--- src/rtl/d_uncache_ctrl.sv ---
// Uncached data-access bridge: one CPU load/store at a time
// mapped onto AXI-style AR/R and AW/W/B channels.
module d_uncache_ctrl (
  input  logic        clk,
  input  logic        rst,
  input  logic        cpu_req,
  input  logic        cpu_wr,
  input  logic [1:0]  cpu_size,
  input  logic [31:0] cpu_addr,
  input  logic [31:0] cpu_wdata,
  output logic        cpu_addr_ok,
  output logic        cpu_data_ok,
  output logic [31:0] cpu_rdata,
  output logic [31:0] ar_addr,
  output logic [2:0]  ar_size,
  output logic        ar_valid,
  input  logic        ar_ready,
  input  logic [31:0] r_data,
  input  logic        r_valid,
  output logic        r_ready,
  output logic [31:0] aw_addr,
  output logic [2:0]  aw_size,
  output logic        aw_valid,
  input  logic        aw_ready,
  output logic [31:0] w_data,
  output logic [3:0]  w_strb,
  output logic        w_valid,
  input  logic        w_ready,
  input  logic        b_valid,
  output logic        b_ready
);

  typedef enum logic [2:0] {
    IDLE,
    RD_ADDR,
    RD_DATA,
    WR_REQ,
    WR_RESP,
    DONE
  } state_e;

  state_e      state_q, state_d;
  logic        wr_q, wr_d;
  logic [1:0]  size_q, size_d;
  logic [31:0] addr_q, addr_d;
  logic [31:0] wdata_q, wdata_d;
  logic [3:0]  strb_q, strb_d;
  logic [31:0] rdata_q, rdata_d;
  logic        aw_done_q, aw_done_d;
  logic        w_done_q, w_done_d;

  logic        accept;
  logic [1:0]  size_n;
  logic [3:0]  strb_n;
  logic        aw_hs, w_hs;

  // size 3 is folded into word before it reaches the bus
  always_comb begin
    size_n = (cpu_size == 2'd3) ? 2'd2 : cpu_size;
    strb_n = 4'b1111;
    unique case (size_n)
      2'd0:    strb_n = 4'b0001 << cpu_addr[1:0];
      2'd1:    strb_n = cpu_addr[1] ? 4'b1100 : 4'b0011;
      default: strb_n = 4'b1111;
    endcase
  end

  always_ff @(posedge clk or posedge rst) begin
    if (rst) begin
      state_q   <= IDLE;
      wr_q      <= 1'b0;
      size_q    <= 2'd0;
      addr_q    <= 32'd0;
      wdata_q   <= 32'd0;
      strb_q    <= 4'd0;
      rdata_q   <= 32'd0;
      aw_done_q <= 1'b0;
      w_done_q  <= 1'b0;
    end else begin
      state_q   <= state_d;
      wr_q      <= wr_d;
      size_q    <= size_d;
      addr_q    <= addr_d;
      wdata_q   <= wdata_d;
      strb_q    <= strb_d;
      rdata_q   <= rdata_d;
      aw_done_q <= aw_done_d;
      w_done_q  <= w_done_d;
    end
  end

  assign accept = (state_q == IDLE) && cpu_req && !rst;
  assign aw_hs  = aw_valid && aw_ready;
  assign w_hs   = w_valid && w_ready;

  always_comb begin
    state_d   = state_q;
    wr_d      = wr_q;
    size_d    = size_q;
    addr_d    = addr_q;
    wdata_d   = wdata_q;
    strb_d    = strb_q;
    rdata_d   = rdata_q;
    aw_done_d = aw_done_q;
    w_done_d  = w_done_q;
    unique case (state_q)
      IDLE: begin
        if (accept) begin
          wr_d      = cpu_wr;
          size_d    = size_n;
          addr_d    = cpu_addr;
          wdata_d   = cpu_wdata;
          strb_d    = strb_n;
          aw_done_d = 1'b0;
          w_done_d  = 1'b0;
          state_d   = cpu_wr ? WR_REQ : RD_ADDR;
        end
      end
      RD_ADDR: begin
        if (ar_ready) state_d = RD_DATA;
      end
      RD_DATA: begin
        if (r_valid) begin
          rdata_d = r_data;
          state_d = DONE;
        end
      end
      WR_REQ: begin
        // each channel retires on its own; leave once both have
        aw_done_d = aw_done_q || aw_hs;
        w_done_d  = w_done_q || w_hs;
        if (aw_done_d && w_done_d) state_d = WR_RESP;
      end
      WR_RESP: begin
        if (b_valid) state_d = DONE;
      end
      DONE: begin
        state_d = IDLE;
      end
      default: state_d = IDLE;
    endcase
  end

  always_comb begin
    cpu_addr_ok = accept;
    cpu_data_ok = (state_q == DONE);
    cpu_rdata   = rdata_q;
    ar_addr     = addr_q;
    ar_size     = {1'b0, size_q};
    ar_valid    = (state_q == RD_ADDR);
    r_ready     = (state_q == RD_DATA);
    aw_addr     = addr_q;
    aw_size     = {1'b0, size_q};
    aw_valid    = (state_q == WR_REQ) && !aw_done_q;
    w_data      = wdata_q;
    w_strb      = strb_q;
    w_valid     = (state_q == WR_REQ) && !w_done_q && wr_q;
    b_ready     = (state_q == WR_RESP);
  end

endmodule

--- config.mk ---
export PLATFORM = sky130hd
export DESIGN_NAME = d_uncache_ctrl
export DESIGN_NICKNAME = d
export VERILOG_FILES = /design/src/rtl/d_uncache_ctrl.sv
export SDC_FILE = /design/constraint.sdc
export NUM_CORES = 1
export LEC_CHECK = 0
export ABC_AREA = 1
export CORE_ASPECT_RATIO = 1.25
export CORE_MARGIN = 4
export CORE_UTILIZATION = 45
export DETAILED_ROUTE_END_ITERATION = 7
export DONT_BUFFER_PORTS = 1
export PLACE_DENSITY_LB_ADDON = 0.05
export SETUP_SLACK_MARGIN = 0.05
export SKIP_LAST_GASP = 1
export SLEW_MARGIN = 30
export SYNTH_ARGS = -nofsm -noshare
export SYNTH_HDL_FRONTEND = slang
export SYNTH_SLANG_ARGS = --single-unit
--- constraint.sdc ---
create_clock -name clk -period 8.9 [get_ports clk]
set_input_delay 1.78 -clock clk [delete_from_list [all_inputs] [get_ports clk]]
set_output_delay 1.78 -clock clk [all_outputs]
set_load 0.05 [all_outputs]
==> impl_metrics.toml <==
[outcome]
status = "complete, no violations"

[worst_setup_path]
setup.worst_path.end = "cpu_addr_ok"
cp-startpoint = "rst"
critPathKind = "input pin to primary output"
cp.arrival_ns = 3.28
rr_worst_depth = 7
crit_path_end_kind = "primary output"
crit_path_max_fanout = 77
worstSetupStartpointType = "input pin"
crit_required_ns = 7.12
reg2reg_from = "state_q[0]"
rr_endpoint = "w_strb[2]"
r2r_slack_ns = 6.25

[synthesis]
synth_cells = 540
async_reset_ff_share_pct = 100
synth_xor_area_share_pct = 0
yosysSeqAreaShare_pct = 57.8
synth.distinct_cells = 22
synth_top_family_by_area = "simple AND/OR/NAND/NOR gates"
yosysWarnings = 0
synth_edf_count = 0
synth_area_leaders = "dfrtp_1 (58%), nand2_1 (22%), buf_4 (5.9%)"
ys_ff_latch = 108
synth_area_um2 = 4680
synthAdderAreaFrac_pct = 0
yosys.area_share.simple_pct = 29.1
syn_area_per_cell_um2 = 8.66
synth_top_cell_by_area = "dfrtp_1"
synth_top_area_share_pct = 57.8
synth_flop_cell = "dfrtp_1"
synth_compound_area_share_pct = 1.66
synthMuxAreaShare_pct = 0

[timing]
final_max_slew_viol_count = 0
finalSetupViolCount = 0
fin_ws_ns = 3.84
clock_skew_ns = 0.00779
slew_headroom_pct = 33.6
tns_ns = 0
period_needed_ns = 5.06
tightest_slew_ns = 0.996
hold_viol_final = 0
rsz0062_at_grt = "false"
period_share_pct = 56.8
fmax_mhz = 198

[clock_network]
root_buffer = "clkbuf_16"
post_cts_buffers = 0
path_clk_slew_ns = 0.06
cts.repair.resized = 0
holdBufCountCts = 0
htreeDepth = 3
tritoncts = "built"
cts_buffers = 9
ctsLongestPathBuffers = 2
clkLatencyLatePin_ns = 0.33
cts_sinks = 108

[finish]
n_antenna_cell = 0
layout-area-overhead-vs-synth_pct = 0.749
final_common_cell = "nand2_1"
fillers = 1024
drive_above_1_share_pct = 5.21
final_cell_mix = "nand2_1 (277), dfrtp_1 (108), nand3_1 (44)"
layoutNonFillerInstCount = 628
fin_nets = 601

[placement]
gp_congestion = 0.733
dp_hpwl_mm = 7.67
place_inst = 612
port-buffer-count = 0
dp_slack_ns = 3.77

[floorplanning]
fp-row-count = 41
die-area_um2 = 12100
boundaryPins = 252
start_util_pct = 46.3
fp.dieH_um = 122
fp.coreArea_um2 = 10100
die_width_um = 99.2

[global_route]
grt_pass1_vias = 3161
antenna_found_initial = 0
grt_pass1_wl_mm = 16.8
grt_usage_pct = 17.6
grt_max_degree = 78
overflow = 0

[detailed_routing]
firstDrtPassIters = 4
routed_wl_mm = 10.9
drtAntennaViolNets = 0
viasPerCell = 5.00
vias = 3139
drc_errors = 0
initialDrtViolationCount = 129
avgRoutedWirePerCell_um = 17.4

[run]
cap_violations = 0

[hold_path]
min_path_type = "flip-flop to flip-flop"
[cells in the mapped netlist, drive strengths merged (2+ instances only)]
| cell type | count |
|---|---|
| buf | 56 |
| o21ai | 9 |
| inv | 20 |
| nand2 | 278 |
| dfrtp | 108 |
| a21oi | 2 |
| o21a | 2 |
| nor2 | 10 |
| nand3 | 44 |
| clkbuf | 6 |
[stage by stage]
step	instance area (um^2)	hold slack (ns)	util (%)
after floorplan	4680	0.474	-
after global placement	4430	0.503	43.8
after detailed placement	4430	0.502	43.8
after CTS	4710	0.518	46.6
after global routing	4710	0.586	46.6
final	4710	0.515	46.6
[flip-flops by register name, summed over array words and instances (netlist names)]
register and flops:
w_done_q 1, aw_done_q 1, ar_addr 32, state_q 3, wr_q 1, w_strb 4
w_data 32, cpu_rdata 32, size_q 2
[worst min path at each step]
stage	depth (start not counted)	from	endpoint
after global placement	2	wr_q	wr_q
after CTS	2	wr_q	wr_q
after detailed placement	2	wr_q	wr_q
final	2	wr_q	wr_q
after global routing	2	wr_q	wr_q
after floorplan	2	wr_q	wr_q
[logic make-up after synthesis]
group,after synthesis
flip-flops,108
AND/OR/NAND/NOR,335
other,1
buffers and inverters,82
AO/OA/AOI/OAI,14
[final cells by class]
class,count,area [um^2],share of cell area [%]
timing repair buffer,4,30.0,0.637
inverter,20,77.6,1.65
tap,129,161,3.43
clock inverter,4,50.0,1.06
sequential,108,2700,57.4
multi-input combinational,351,1450,30.9
clock buffer,12,236,5.02
[critical path, stage by stage]
cell     delay (ns)
inv_4          0.41
nand4_4        0.13
buf_4          0.36
inv_2          0.53
[layer usage]
layer,vias to the layer above,track usage (%),routed length [um],share of wire (%)
li1,1525,-,-,-
met2,155,29.0,5380,49
met3,15,6.07,1110,10
met5,-,0,0,0
met4,0,7.34,216,2.0
met1,1444,21.0,4210,39
Power is left out: the tool's default activity adds up to more than one toggle a clock period on the data nets, which glitch-free logic cannot reach.
